**config.mk**
```make
export PLATFORM = sky130hd
export DESIGN_NAME = wr_ctrl_pgen_flat
export DESIGN_NICKNAME = d
export VERILOG_FILES = /design/src/rtl/wr_ctrl_pgen_if.sv /design/src/rtl/wr_ctrl_pgen.sv /design/src/flat_wrapper.sv
export SDC_FILE = /design/constraint.sdc
export NUM_CORES = 1
export LEC_CHECK = 0
export ABC_AREA = 0
export CORE_MARGIN = 3
export CORE_UTILIZATION = 41
export CTS_CLUSTER_SIZE = 25
export DETAILED_ROUTE_END_ITERATION = 10
export PLACE_DENSITY = 0.72
export SLEW_MARGIN = 20
export SYNTH_ARGS = -nofsm -noshare
export SYNTH_HDL_FRONTEND = slang
export SYNTH_SLANG_ARGS = --single-unit
```
**constraint.sdc**
```tcl
create_clock -name w_clk -period 2.9 [get_ports w_clk]
set_input_delay 0.435 -clock w_clk [delete_from_list [all_inputs] [get_ports w_clk]]
set_output_delay 0.435 -clock w_clk [all_outputs]
set_load 0.01 [all_outputs]
```
**src/rtl/wr_ctrl_pgen_if.sv**
```systemverilog
// Write-side bus of the dual-clock FIFO controller.
// Groups the producer request, the synchronised read pointer and every
// status output of wr_ctrl_pgen so they travel as one port.
// The master modport is the producer/testbench side, the slave modport is
// the controller itself.
interface wr_ctrl_pgen_if #(
  parameter int ADDR_WIDTH = 4
);

  logic                  winc;
  logic [ADDR_WIDTH:0]   r_ptr;
  logic                  w_ovf_clr;
  logic                  wen;
  logic [ADDR_WIDTH-1:0] waddr;
  logic [ADDR_WIDTH:0]   w_ptr;
  logic                  wfull;
  logic                  walmost_full;
  logic [ADDR_WIDTH:0]   wfree;
  logic                  w_ovf;

  modport master (
    output winc,
    output r_ptr,
    output w_ovf_clr,
    input  wen,
    input  waddr,
    input  w_ptr,
    input  wfull,
    input  walmost_full,
    input  wfree,
    input  w_ovf
  );

  modport slave (
    input  winc,
    input  r_ptr,
    input  w_ovf_clr,
    output wen,
    output waddr,
    output w_ptr,
    output wfull,
    output walmost_full,
    output wfree,
    output w_ovf
  );

endinterface

```
**src/rtl/wr_ctrl_pgen.sv**
```systemverilog
// wr_ctrl_pgen: write-side controller of the dual-clock FIFO (w_clk domain).
// Keeps the binary write pointer, publishes a registered Gray copy for the
// read domain, and derives full / almost-full / free-slot status from the
// already-synchronised Gray read pointer, all with zero lag on the write
// that fills the last slot.
// Optional feature: define WR_CTRL_OVF_STICKY_EN to build the sticky
// overflow flag w_ovf (set on a write attempt while full, cleared by
// w_ovf_clr, set wins). Without it w_ovf is a constant 0.
// Reset w_rst is synchronous and active-low.
module wr_ctrl_pgen #(
  parameter int ADDR_WIDTH  = 4,
  parameter int AFULL_LEVEL = 2
) (
  input  logic w_clk,
  input  logic w_rst,
  wr_ctrl_pgen_if.slave bus
);

  localparam int PW = ADDR_WIDTH + 1;
  localparam logic [ADDR_WIDTH:0] DEPTH_V   = PW'(2 ** ADDR_WIDTH);
  localparam logic [ADDR_WIDTH:0] AFULL_THR = PW'(AFULL_LEVEL);

  // Registered state
  logic [ADDR_WIDTH:0] bn_q;
  logic [ADDR_WIDTH:0] w_ptr_q;
  logic                wfull_q;
  logic                afull_q;
  logic [ADDR_WIDTH:0] wfree_q;

  // Next-state values
  logic                accept;
  logic [ADDR_WIDTH:0] bn_next;
  logic [ADDR_WIDTH:0] gray_next;
  logic [ADDR_WIDTH:0] r_bin;
  logic [ADDR_WIDTH:0] used_next;
  logic [ADDR_WIDTH:0] free_next;
  logic [ADDR_WIDTH:0] full_pattern;
  logic                full_next;
  logic                afull_next;

  // Write acceptance, next pointer and its Gray image
  always_comb begin
    accept    = bus.winc & ~wfull_q;
    bn_next   = bn_q + {{ADDR_WIDTH{1'b0}}, accept};
    gray_next = bn_next ^ (bn_next >> 1);
  end

  // Gray-to-binary decode of the synchronised read pointer
  always_comb begin
    r_bin = '0;
    r_bin[ADDR_WIDTH] = bus.r_ptr[ADDR_WIDTH];
    for (int i = ADDR_WIDTH - 1; i >= 0; i--) begin
      r_bin[i] = r_bin[i+1] ^ bus.r_ptr[i];
    end
  end

  // Occupancy and status flags for the next edge; full is compared in Gray
  // space so a pointer exactly one lap ahead of the reader reads as full
  always_comb begin
    used_next    = bn_next - r_bin;
    free_next    = DEPTH_V - used_next;
    full_pattern = {~bus.r_ptr[ADDR_WIDTH:ADDR_WIDTH-1], bus.r_ptr[ADDR_WIDTH-2:0]};
    full_next    = (gray_next == full_pattern);
    afull_next   = (free_next <= AFULL_THR);
  end

  // Pointer and status registers; reset drops any write in the same cycle
  always_ff @(posedge w_clk) begin
    if (!w_rst) begin
      bn_q    <= '0;
      w_ptr_q <= '0;
      wfull_q <= 1'b0;
      afull_q <= 1'b0;
      wfree_q <= DEPTH_V;
    end else begin
      bn_q    <= bn_next;
      w_ptr_q <= gray_next;
      wfull_q <= full_next;
      afull_q <= afull_next;
      wfree_q <= free_next;
    end
  end

`ifdef WR_CTRL_OVF_STICKY_EN
  logic ovf_q;

  // Sticky overflow: a write attempt while full sets it, clear only wins
  // when no new overflow happens in the same cycle
  always_ff @(posedge w_clk) begin
    if (!w_rst) begin
      ovf_q <= 1'b0;
    end else if (bus.winc && wfull_q) begin
      ovf_q <= 1'b1;
    end else if (bus.w_ovf_clr) begin
      ovf_q <= 1'b0;
    end
  end

  assign bus.w_ovf = ovf_q;
`else
  logic unused_ovf_clr;

  assign unused_ovf_clr = bus.w_ovf_clr;
  assign bus.w_ovf      = 1'b0;
`endif

  assign bus.wen          = accept;
  assign bus.waddr        = bn_q[ADDR_WIDTH-1:0];
  assign bus.w_ptr        = w_ptr_q;
  assign bus.wfull        = wfull_q;
  assign bus.walmost_full = afull_q;
  assign bus.wfree        = wfree_q;

  // Full and zero free slots must always agree, and an empty-slot count of
  // zero must also show as almost full
  a_full_free : assert property (@(posedge w_clk) disable iff (!w_rst)
    wfull_q == (wfree_q == '0));

  a_free_afull : assert property (@(posedge w_clk) disable iff (!w_rst)
    (wfree_q == '0) |-> afull_q);

  // Outside of reset the published Gray pointer moves by at most one bit
  a_gray_step : assert property (@(posedge w_clk) disable iff (!w_rst)
    $past(w_rst) |-> ($countones(w_ptr_q ^ $past(w_ptr_q)) <= 1));

endmodule

```
**src/flat_wrapper.sv**
```systemverilog
// flat-port wrapper written by rule: the top's interface ports become plain ports
module wr_ctrl_pgen_flat 
#(
  parameter int ADDR_WIDTH  = 4,
  parameter int AFULL_LEVEL = 2
)
  (w_clk, w_rst, bus_winc, bus_r_ptr, bus_w_ovf_clr, bus_wen, bus_waddr, bus_w_ptr, bus_wfull, bus_walmost_full, bus_wfree, bus_w_ovf);
  wr_ctrl_pgen_if #(.ADDR_WIDTH(ADDR_WIDTH)) bus_i ();
  input  logic w_clk;
  input  logic w_rst;
  input wire logic [$bits(bus_i.winc)-1:0] bus_winc;
  input wire logic [$bits(bus_i.r_ptr)-1:0] bus_r_ptr;
  input wire logic [$bits(bus_i.w_ovf_clr)-1:0] bus_w_ovf_clr;
  output wire logic [$bits(bus_i.wen)-1:0] bus_wen;
  output wire logic [$bits(bus_i.waddr)-1:0] bus_waddr;
  output wire logic [$bits(bus_i.w_ptr)-1:0] bus_w_ptr;
  output wire logic [$bits(bus_i.wfull)-1:0] bus_wfull;
  output wire logic [$bits(bus_i.walmost_full)-1:0] bus_walmost_full;
  output wire logic [$bits(bus_i.wfree)-1:0] bus_wfree;
  output wire logic [$bits(bus_i.w_ovf)-1:0] bus_w_ovf;
  assign bus_i.winc = bus_winc;
  assign bus_i.r_ptr = bus_r_ptr;
  assign bus_i.w_ovf_clr = bus_w_ovf_clr;
  assign bus_wen = bus_i.wen;
  assign bus_waddr = bus_i.waddr;
  assign bus_w_ptr = bus_i.w_ptr;
  assign bus_wfull = bus_i.wfull;
  assign bus_walmost_full = bus_i.walmost_full;
  assign bus_wfree = bus_i.wfree;
  assign bus_w_ovf = bus_i.w_ovf;
  wr_ctrl_pgen #(.ADDR_WIDTH(ADDR_WIDTH), .AFULL_LEVEL(AFULL_LEVEL)) u_core (.w_clk(w_clk), .w_rst(w_rst), .bus(bus_i));
endmodule
```
==> flow_summary.toml <==
[placed_design]
dp_hpwl_mm = 1.28
postPlaceCellArea_mm2 = 0.00128
finalWeightedCongestion = 0.696
port_buffers = 24

[critical_path]
crit_buf_inv = 2
ff2ff_path_depth = 11
path_cells = "clkdlybuf4s50_1, nor2b_1, ha_1, ha_2, xor2_4, xnor2_1, inv_1, ha_1, a21o_1, a21oi_1, xnor3_1, and4_1"
slowest_delay_ns = 0.44
cp-end-kind = "flip-flop"
crit_start = "bus_winc"
cp_max_fo = 2
worstSetupEndpoint = "u_core.bus.walmost_full$_SDFF_PN0_"
crit-reg2reg-launch = "u_core.bus.wfull$_SDFF_PN0_"
r2r_end = "u_core.bus.walmost_full$_SDFF_PN0_"
cp_common_cell = "ha_1"
cp.arrival_ns = 2.96
reg2reg_slack_ns = 0.41
crit_required_ns = 3.08
cp_top_family = "adder cells"
start_kind = "primary input"
critical_path_cell_count = 12
cp_slowest_cell = "clkdlybuf4s50_1"
setup.worst_path.class = "primary input to flip-flop"

[grt]
grt_max_degree = 17
grt_pass1_vias = 700
grt_pass1_wl_mm = 2.84
antenna_found_initial = 0
overflow = 0
track_usage_pct = 13.6

[drt]
route.met2.wl_um = 781
avgViaCountPerCell = 4.45
drt_wl_total_mm = 1.70
topRoutingLayerUsed = "met4"
dr.first_iter.drc_count = 5
ant_nets = 0
dr_wl_met3_um = 85
met1Wirelength_um = 786
drc = 0
wl_per_cell_um = 11.0
vias = 686
firstDrtPassIters = 2

[timing]
min_period_ns = 2.78
clock_skew_ns = 0.00116
hold_violations = 0
setup-violations-final = 0
finalMaxSlewViolations = 0
period_share_pct = 96.0
fmax_mhz = 359

[synthesis]
ys_seq_elements = 16
synth_area_per_cell_um2 = 10.4
syn_area_um2 = 917
yosysSeqAreaShare_pct = 34.9
yosysWarnings = 0
synth_cell_types = 26
synthesis.nets = 106
syn_inst = 88

[clock_tree]
clock_latency_ns = 0.28
cts-root-buf = "clkbuf_4"
clkSinkCount = 16
cts_tree = "yes"
clockBufferDepth = 2
htree_levels = 1
numCtsBuffers = 3
cts_hold_buf = 0
clkSlewWorstSetupHoldPaths_ns = 0.10

[run]
cap_violations = 0

[finish]
layout.nets = 146
final_area_mm2 = 0.00137
final_layout_size_suffix_gt1_share_pct = 22.8
final_common_cell = "clkdlybuf4s50_1"
fin_util_pct = 67.0
layout_common_cells = "clkdlybuf4s50_1 (24), dfxtp_1 (16), buf_4 (13), xnor2_1 (11), and2_1 (9)"
syn_to_final_growth_pct = 49.2
diodes = 0

[floorplan]
ios = 27
die_h_um = 53.3
die-area_mm2 = 0.00284
row_count = 16
start_util_pct = 44.9
die_w_um = 53.3
coreArea_mm2 = 0.00204

[power]
power_leakage_nw = 0.593
power_density_mw_per_mm2 = 540
vdd_drop_max_v = 0.000362

[hold_path]
hold_path.class = "flip-flop to flip-flop"

[run_status]
status = "completed"
power breakdown:
part / internal (mW) / total, mW / switching, mW
clock: 0.0762 / 0.148 / 0.0721
combinational: 0.188 / 0.328 / 0.140
sequential: 0.254 / 0.263 / 0.00988
total: 0.518 / 0.740 / 0.222
through the flow:
step / std cells / setup TNS (ns) / setup slack [ns] / hold WS (ns) / power (mW)
CTS: 153 / 0 / 0.0871 / 0.626 / 0.716
global placement: 149 / -0.198 / -0.178 / 0.604 / 0.563
finish: 154 / 0 / 0.117 / 0.618 / 0.740
floorplan: 88 / 0 / 0.0166 / 0.563 / 0.436
detailed placement: 149 / -0.277 / -0.210 / 0.612 / 0.567
global route: 154 / -0.00657 / -0.00657 / 0.661 / 0.794
cells in the mapped netlist:
cell type / number / area share [%]
and2_2: 1 / 0.82
nand3_1: 2 / 1.1
nand2_1: 3 / 1.2
and2_1: 9 / 6.1
a21oi_1: 2 / 1.1
nand4_1: 1 / 0.68
nand2b_1: 1 / 0.68
a21bo_2: 1 / 1.1
fa_1: 1 / 2.2
a21o_1: 1 / 0.82
conb_1: 1 / 0.41
nor2b_1: 5 / 3.4
xor2_1: 4 / 3.8
dfxtp_1: 16 / 35
buf_4: 1 / 0.82
and4_1: 1 / 0.96
xor2_2: 2 / 3.5
a2bb2oi_1: 1 / 0.96
ha_1: 8 / 11
mux2i_1: 1 / 1.1
nor4_2: 1 / 1.4
clkbuf_1: 1 / 0.41
nor2_1: 2 / 0.82
xnor3_1: 2 / 4.9
xnor2_1: 14 / 13
inv_1: 6 / 2.5
layer usage:
metal,track usage [%],vias up
li1,-,355
met1,17.7,310
met2,21.6,17
met3,3.10,4
met4,5.11,0
met5,0,-
tightest hold or removal path: cells and delay by family (launching register included):
kind,cells,cell delay (ns)
xor+xnor,1,0.17
flops,1,0.38
simple gates,1,0.04
layout make-up:
cell class / instances / area [µm²]
clock buffers: 4 / 36.3
fillers: 171 / 673
inverters: 6 / 22.5
multi-input cells: 64 / 618
flip-flops and latches: 16 / 320
well taps: 27 / 33.8
repair buffers: 37 / 338
worst min-delay path by stage:
stage | from | end | slack, ns | depth (start not counted)
floorplan | w_rst | u_core.bus.w_ptr[3]$_SDFF_PN0_ | 0.56 | 1
global placement | u_core.bus.w_ptr[4]$_SDFF_PN0_ | u_core.bus.w_ptr[3]$_SDFF_PN0_ | 0.60 | 2
detailed placement | u_core.bus.w_ptr[4]$_SDFF_PN0_ | u_core.bus.w_ptr[3]$_SDFF_PN0_ | 0.61 | 2
CTS | u_core.bus.w_ptr[4]$_SDFF_PN0_ | u_core.bus.w_ptr[3]$_SDFF_PN0_ | 0.63 | 2
global route | u_core.bus.w_ptr[4]$_SDFF_PN0_ | u_core.bus.w_ptr[3]$_SDFF_PN0_ | 0.66 | 2
finish | u_core.bus.w_ptr[4]$_SDFF_PN0_ | u_core.bus.w_ptr[3]$_SDFF_PN0_ | 0.62 | 2
sequential cells by signal, indices dropped and copies added, names as in the netlist:
| signal | cells |
|---|---|
| u_core.bus.w_ptr | 5 |
| u_core.bus.wfree | 5 |
| u_core.bn_q | 4 |
| u_core.bus.walmost_full | 1 |
| u_core.bus.wfull | 1 |
cells by family after synthesis:
| group | synth area share [%] |
|---|---|
| fa+ha+maj | 13.1 |
| mux | 1.09 |
| buf+inv | 3.68 |
| xor+xnor | 25.6 |
| compound gates | 3.96 |
| flops | 34.9 |
| other cells | 0.409 |
| simple gates | 17.2 |
timing repair:
action	in CTS	in global routing
endpoints found under the hold margin	0	0
buffers inserted	0	1
gates resized for setup	0	7
endpoints found under the setup margin	0	1
Power figures use the tool's default switching activity.
